`src/rtl/credit_rx_buffer_if.sv`:
```
// Sender-side credit link plus downstream valid/ready stream of the credit receive buffer.
// The slave modport is the buffer; the master modport is whatever drives it.
interface credit_rx_buffer_if #(
  parameter int unsigned DATA_WIDTH = 8,
  parameter int unsigned DEPTH      = 5
);
  localparam int unsigned CNT_W = $clog2(DEPTH + 1);

  logic                  in_vld;
  logic [DATA_WIDTH-1:0] in_data;
  logic                  crd_rtn;
  logic                  out_vld;
  logic                  out_rdy;
  logic [DATA_WIDTH-1:0] out_data;
  logic [CNT_W-1:0]      level;
  logic                  overflow;

  modport master (
    output in_vld, in_data, out_rdy,
    input  crd_rtn, out_vld, out_data, level, overflow
  );

  modport slave (
    input  in_vld, in_data, out_rdy,
    output crd_rtn, out_vld, out_data, level, overflow
  );
endinterface

```
`src/rtl/credit_rx_buffer.sv`:
```
// Receive end of a credit-based link: DEPTH-entry circular buffer feeding a valid/ready stream,
// returning one credit per freed entry after granting DEPTH initial credits out of reset.
module credit_rx_buffer #(
  parameter int unsigned DATA_WIDTH = 8,
  parameter int unsigned DEPTH      = 5
) (
  input  logic                clk,
  input  logic                rst_n,
  credit_rx_buffer_if.slave   bus
);
  localparam int unsigned CNT_W = $clog2(DEPTH + 1);
  localparam int unsigned PTR_W = $clog2(DEPTH);

  typedef enum logic {ST_INIT, ST_RUN} state_e;

  state_e                state_q, state_d;
  logic [PTR_W-1:0]      head_q, head_d, tail_q, tail_d;
  logic [CNT_W-1:0]      count_q, count_d, init_cnt_q, init_cnt_d;
  logic                  crd_q, crd_d;
  logic                  out_vld_q, out_vld_d;
  logic                  ovf_q, ovf_d;
  logic                  push_c, pop_c;
  logic [DATA_WIDTH-1:0] mem [DEPTH];

  // Pointer advance with wrap for non-power-of-two depths.
  function automatic logic [PTR_W-1:0] ptr_inc(input logic [PTR_W-1:0] p);
    return (p == PTR_W'(DEPTH - 1)) ? '0 : p + PTR_W'(1);
  endfunction

  always_comb begin
    state_d    = state_q;
    init_cnt_d = init_cnt_q;
    head_d     = head_q;
    tail_d     = tail_q;
    count_d    = count_q;
    crd_d      = 1'b0;
    out_vld_d  = 1'b0;
    ovf_d      = ovf_q;

    pop_c  = out_vld_q && bus.out_rdy;
    push_c = bus.in_vld && ((count_q != CNT_W'(DEPTH)) || pop_c);

    // A word arriving with no free entry and no pop is dropped.
    if (bus.in_vld && !push_c) ovf_d = 1'b1;

    case (state_q)
      ST_INIT: begin
        crd_d = 1'b1;
        if (init_cnt_q == CNT_W'(DEPTH - 1)) state_d = ST_RUN;
        else init_cnt_d = init_cnt_q + CNT_W'(1);
      end
      ST_RUN:  crd_d = pop_c;
      default: state_d = ST_INIT;
    endcase

    if (push_c) tail_d = ptr_inc(tail_q);
    if (pop_c)  head_d = ptr_inc(head_q);

    if (push_c && !pop_c)      count_d = count_q + CNT_W'(1);
    else if (pop_c && !push_c) count_d = count_q - CNT_W'(1);

    out_vld_d = (state_d == ST_RUN) && (count_d != '0);
  end

  always_ff @(posedge clk or negedge rst_n) begin
    if (!rst_n) begin
      state_q    <= ST_INIT;
      init_cnt_q <= '0;
      head_q     <= '0;
      tail_q     <= '0;
      count_q    <= '0;
      crd_q      <= 1'b0;
      out_vld_q  <= 1'b0;
      ovf_q      <= 1'b0;
    end else begin
      state_q    <= state_d;
      init_cnt_q <= init_cnt_d;
      head_q     <= head_d;
      tail_q     <= tail_d;
      count_q    <= count_d;
      crd_q      <= crd_d;
      out_vld_q  <= out_vld_d;
      ovf_q      <= ovf_d;
    end
  end

  // Storage needs no reset; only entries between head and tail are ever presented.
  always_ff @(posedge clk) begin
    if (push_c) mem[tail_q] <= bus.in_data;
  end

  assign bus.crd_rtn  = crd_q;
  assign bus.out_vld  = out_vld_q;
  assign bus.out_data = mem[head_q];
  assign bus.level    = count_q;
  assign bus.overflow = ovf_q;
endmodule

```
`src/flat_wrapper.sv`:
```
// flat-port wrapper written by rule: the top's interface ports become plain ports
module credit_rx_buffer_flat 
#(
  parameter int unsigned DATA_WIDTH = 8,
  parameter int unsigned DEPTH      = 5
)
  (clk, rst_n, bus_in_vld, bus_in_data, bus_out_rdy, bus_crd_rtn, bus_out_vld, bus_out_data, bus_level, bus_overflow);
  credit_rx_buffer_if #(.DATA_WIDTH(DATA_WIDTH), .DEPTH(DEPTH)) bus_i ();
  input  logic clk;
  input  logic rst_n;
  input wire logic [$bits(bus_i.in_vld)-1:0] bus_in_vld;
  input wire logic [$bits(bus_i.in_data)-1:0] bus_in_data;
  input wire logic [$bits(bus_i.out_rdy)-1:0] bus_out_rdy;
  output wire logic [$bits(bus_i.crd_rtn)-1:0] bus_crd_rtn;
  output wire logic [$bits(bus_i.out_vld)-1:0] bus_out_vld;
  output wire logic [$bits(bus_i.out_data)-1:0] bus_out_data;
  output wire logic [$bits(bus_i.level)-1:0] bus_level;
  output wire logic [$bits(bus_i.overflow)-1:0] bus_overflow;
  assign bus_i.in_vld = bus_in_vld;
  assign bus_i.in_data = bus_in_data;
  assign bus_i.out_rdy = bus_out_rdy;
  assign bus_crd_rtn = bus_i.crd_rtn;
  assign bus_out_vld = bus_i.out_vld;
  assign bus_out_data = bus_i.out_data;
  assign bus_level = bus_i.level;
  assign bus_overflow = bus_i.overflow;
  credit_rx_buffer #(.DATA_WIDTH(DATA_WIDTH), .DEPTH(DEPTH)) u_core (.clk(clk), .rst_n(rst_n), .bus(bus_i));
endmodule
```
`config.mk`:
```
export PLATFORM = sky130hd
export DESIGN_NAME = credit_rx_buffer_flat
export DESIGN_NICKNAME = d
export VERILOG_FILES = /design/src/rtl/credit_rx_buffer_if.sv /design/src/rtl/credit_rx_buffer.sv /design/src/flat_wrapper.sv
export SDC_FILE = /design/constraint.sdc
export NUM_CORES = 1
export LEC_CHECK = 0
export ABC_AREA = 1
export CORE_MARGIN = 2
export CORE_UTILIZATION = 40
export CTS_CLUSTER_SIZE = 30
export DETAILED_ROUTE_END_ITERATION = 7
export GPL_TIMING_DRIVEN = 0
export PLACE_DENSITY = 0.62
export RECOVER_POWER = 25
export SYNTH_ARGS = -nofsm -noshare
export SYNTH_HDL_FRONTEND = slang
export SYNTH_SLANG_ARGS = --single-unit
export TNS_END_PERCENT = 100
```
`constraint.sdc`:
```
create_clock -name clk -period 5.2 [get_ports clk]
set_input_delay 1.04 -clock clk [delete_from_list [all_inputs] [get_ports clk]]
set_output_delay 1.04 -clock clk [all_outputs]
set_load 0.005 [all_outputs]
```
Word-level counts from Yosys, hierarchy flattened --
Memory sizes are Yosys's and may differ from the RTL's. Index checks and enable logic that the tools add are counted. Widths: inputs -> output; s select.
Cells by class: bitwise operators 2, reductions and logical operators 11, divide/modulo/power cells 0, equal/unequal tests 4, mux-type cells 9, shift operators 0, multipliers 0, add/sub/neg operators 5, magnitude comparators 0
Operator list (number):
- $add 3x1->3 const B | 4
- $mux 3 | 4
- $eq 3x3->1 const B | 3
- $logic_and 1x1->1 | 6
- $mux 1 | 4
- $ne 3x3->1 const B | 1
- $reduce_bool 3->1 | 1
- $sub 3x1->3 const B | 1
- $logic_not 1->1 | 2
- $not 1->1 | 2
- $pmux 1 s2 | 1
- $reduce_and 2->1 | 1
- $logic_or 1x1->1 | 1
Word-level totals: memories kept 1, ROM bits 0, output and inout port bits 14, logic and storage cells 40, latch bits 0, bits in writable memories 40, input port bits 12, bits in registers 16
Memories:
- u_core.mem | depth 5, bits a word 8, read ports 1, clocked after Yosys merged registers in 0, wr ports 1, RTL line credit_rx_buffer.sv:23 | logic [DATA_WIDTH-1:0] mem [DEPTH];

Depth between registers and ports, before layout --
depth in word-level cells 9, gate-level depth with buffers 9, gate-level depth less buffers 9

Worst setup path before layout --
Ideal clock, no wire load.
path kind input port to flip-flop, start point input port bus_out_rdy, end point memory u_core.mem[0][0], enable pin, stages on the path 4, data arrival time 2.072 ns, library setup time 0.383 ns, setup slack 2.745 ns, data required time 4.817 ns, buffers on the path 0, path through nand2_4 > a21oi_4 > inv_1 > nor3_1
On the way: cells in the longest elaborated chain, start to end 5
RTL lines:
- start, declared | RTL line flat_wrapper.sv:13 | input wire logic [$bits(bus_i.out_rdy)-1:0] bus_out_rdy;
- $logic_and 1x1->1 | RTL line credit_rx_buffer.sv:40 | pop_c = out_vld_q && bus.out_rdy;
- $logic_or 1x1->1 | RTL line credit_rx_buffer.sv:41 | push_c = bus.in_vld && ((count_q != CNT_W'(DEPTH)) || pop_c);
- $logic_and 1x1->1 | RTL line credit_rx_buffer.sv:41
- $mux 1 | RTL line credit_rx_buffer.sv:89 | if (push_c) mem[tail_q] <= bus.in_data;
- $mux 1 (not written as such) | RTL line credit_rx_buffer.sv:89
- end, declared | RTL line credit_rx_buffer.sv:23
No other way between the ends.

Final worst setup path --
start point register u_core.head_q[2], end point output port bus_out_data[7]
On the way: cells in the longest elaborated chain, start to end 1
RTL lines:
- start, declared | RTL line credit_rx_buffer.sv:17 | logic [PTR_W-1:0] head_q, head_d, tail_q, tail_d;
- start signal, assigned | RTL line credit_rx_buffer.sv:69 | head_q <= '0;
- start signal, assigned | RTL line credit_rx_buffer.sv:78 | head_q <= head_d;
- $mem_v2 5x8
- end, declared | RTL line flat_wrapper.sv:16 | output wire logic [$bits(bus_i.out_data)-1:0] bus_out_data;
No other way between the ends.

==> results.json <==
{
  "drive_gt1_share_pct": 8.130,
  "pwr-share-seq_pct": 43.6,
  "multi_input_area_um2": 714.4,
  "cpPeakStageDelay_ns": 0.54,
  "cts_max_level": 2,
  "path_delay_family": "buffers and inverters",
  "critPathSlowestCell": "clkdlybuf4s50_1",
  "finalHoldWorstSlack_ns": 0.4496,
  "first_iter_violations": 63,
  "setup_slack_ns": 1.967,
  "die_h_um": 81.68,
  "hold_viol": 0,
  "leakagePower_nw": 1.096,
  "ir_drop_mv": 0.1628,
  "stdcell_count": 321,
  "clock_sinks": 56,
  "root_buffer": "clkbuf_8",
  "crit_required_ns": 4.16,
  "synthDominantCellAreaShare_pct": 49.77,
  "syn_to_final_growth_pct": 17.88,
  "finClkSkew_ns": 0.005661,
  "grt_max_degree": 17,
  "post-place-ws_ns": 1.572,
  "start_util_pct": 41.01,
  "relSlewSlack_pct": 15.22,
  "start_kind": "register",
  "ys_ff_latch": 56,
  "antenna_left": 0,
  "hold_class": "reg2reg",
  "clockBufferDepth": 2,
  "worstSkewPairLatency_ns": 0.31,
  "cp_cell_sequence": "clkinv_1, clkbuf_1, a31oi_1, clkdlybuf4s50_1",
  "cts_setup_buffers": 0,
  "diodes": 0,
  "first_pass_iters": 5,
  "fill_cells": 522,
  "drc": 0,
  "via_count": 1570,
  "rsz0062_at_grt": "no",
  "die_x_um": 81.68,
  "ys_seq_area_share_pct": 66.36,
  "ios": 26,
  "cts_resized": 0,
  "wl_per_cell_um": 14.19,
  "postCtsHoldBufs": 0,
  "clkPwrFrac_pct": 15.3,
  "netlist_instances": 212,
  "cts_tree": "done",
  "wl_um": 4554,
  "fin_nets": 266,
  "grt_pass1_vias": 1642,
  "worstPathMaxFanout": 10,
  "path_clk_slew_ns": 0.09,
  "finalCritPeriodShare_pct": 62.17,
  "internal_power_uw": 935.8,
  "swShare_pct": 35.75,
  "track_usage_pct": 15.85,
  "rows": 28,
  "status": "finished, final reports clean",
  "powerDensity_nw_per_um2": 511.9,
  "via_per_inst": 4.891,
  "end_kind": "output port",
  "netlist_top_cells_area": "edfxtp_1 50%, dfrtp_1 17%, nor2_1 6.7%, ha_1 4.7%, o21ai_0 4.1%",
  "report.final.slew_viol_count": 0,
  "tns_ns": 0,
  "setup_viol": 0,
  "hpwl_um": 3031,
  "grt_pass1_wl_um": 7645,
  "maxCapViolCount": 0,
  "numCtsBuffers": 5,
  "crit_arrival_ns": 2.19,
  "cp_num_buf_inv": 3,
  "p_sw_uw": 520.8,
  "yosysWarnings": 0,
  "power_frac_comb_pct": 41.0,
  "synth_cell_type_count": 27,
  "finalCriticalPeriod_ns": 3.233,
  "syn_area_per_cell_um2": 11.38,
  "syn_nets": 233,
  "dp_cells": 312,
  "place_congestion": 0.7344,
  "tightestPinTransition_ns": 1.262,
  "path_class": "reg2out",
  "synth_area_um2": 2414,
  "die-area_um2": 6672,
  "placeableCoreArea_um2": 5886,
  "seqCellArea_um2": 1602,
  "grt.overflow.total": 0,
  "port_buffers": 25,
  "antenna_found_initial": 0,
  "synth_top_area_cell": "edfxtp_1",
  "max_freq_mhz": 309.3
}
[cells by family after synthesis]
logic type | share of synthesized area, %
AOI/OAI and AO/OA | 8.088
buffers and inverters | 4.043
xor gates and xnor gates | 1.089
adders and majority gates | 4.666
DFF | 66.36
and+or+nand+nor | 15.76
[cells in the mapped netlist]
cell and instances:
dfrtp_1 16, nor3_1 5, o21ai_1 2, nor2_1 43
nand2_2 1, buf_2 3, edfxtp_1 40, nand3_2 1
clkbuf_1 1, a21oi_1 2, inv_1 15, nand4_1 2
buf_4 1, nand3_1 11, ha_1 9, a21oi_4 1
o21ai_0 20, inv_2 3, nand2_4 1, nand2_1 20
nor2_4 1, a31o_2 1, xor2_1 2, nor4_2 1
a31oi_1 8, clkinv_1 1, xnor2_1 1
[through the flow]
| stage | power, mW | area, um^2 | util [%] |
|---|---|---|---|
| 3_5_place_dp | 1.245 | 2758 | 46.85 |
| 5_1_grt | 1.582 | 2845 | 48.34 |
| 2_1_floorplan | 0.9840 | 2414 | - |
| 3_3_place_gp | 1.237 | 2758 | 46.85 |
| 4_1_cts | 1.468 | 2838 | 48.21 |
| 6_report | 1.457 | 2845 | 48.34 |
[power by group through the flow]
stage / Combinational (mW) / Sequential, mW / Clock, mW
after floorplan: 0.349 / 0.635 / 0
after global placement: 0.593 / 0.644 / 0
after detailed placement: 0.599 / 0.646 / 0
after CTS: 0.603 / 0.636 / 0.229
after global routing: 0.686 / 0.647 / 0.249
final: 0.598 / 0.635 / 0.224
[path summary, 6_finish.rpt]
check	startpoint	endpoint	slack, ns	cells after the start
worst max-delay path	u_core.head_q[2]	bus_out_data[7]	1.97	4
worst min-delay path	u_core.state_q	u_core.bus.crd_rtn	0.45	1
worst max register to register	u_core.bus.level[0]	u_core.mem[3][5]	2.55	6
worst min register to register	u_core.state_q	u_core.bus.crd_rtn	0.45	1
max in group asynchronous	rst_n	u_core.bus.level[1]	3.61	1
min in group asynchronous	rst_n	u_core.init_cnt_q[1]	1.15	1
[area by class of cell]
type / instances / area share [%]
repair buffers: 26 / 9.059
flip-flops and latches: 56 / 56.29
clock buffers: 7 / 2.682
well taps: 75 / 3.298
multi-input cells: 132 / 25.11
plain buffers: 5 / 0.9235
inverters: 19 / 2.507
clock inverters: 1 / 0.1319
[per-layer routing]
layer | vias up | share of wire [%] | track usage [%]
li1 | 796 | - | -
met1 | 738 | 45 | 19.74
met2 | 29 | 50 | 25.74
met3 | 7 | 3.3 | 3.626
met4 | 0 | 2.1 | 8.500
met5 | - | 0 | 0
[state kept, by name, indices dropped and copies added (netlist names)]
signal / flops
u_core.init_cnt_q: 3
u_core.bus.overflow: 1
u_core.head_q: 3
u_core.state_q: 1
u_core.bus.level: 3
u_core.bus.out_vld: 1
u_core.mem: 40
u_core.bus.crd_rtn: 1
u_core.tail_q: 3
[cell usage in the layout (no fill, tap or decap), types with 2 or more instances in the layout]
cell / count
nand2_1: 20
nor3_1: 5
a31oi_1: 8
dfrtp_1: 16
a21oi_1: 2
ha_1: 9
xor2_1: 2
inv_2: 3
nand3_1: 11
buf_4: 2
clkbuf_8: 5
o21ai_0: 20
o21ai_1: 2
nor2_1: 43
buf_2: 3
clkinv_1: 2
dlygate4sd3_1: 6
clkdlybuf4s50_1: 19
clkbuf_1: 3
nand4_1: 2
inv_1: 15
edfxtp_1: 40
(Power assumes the default switching activity.)
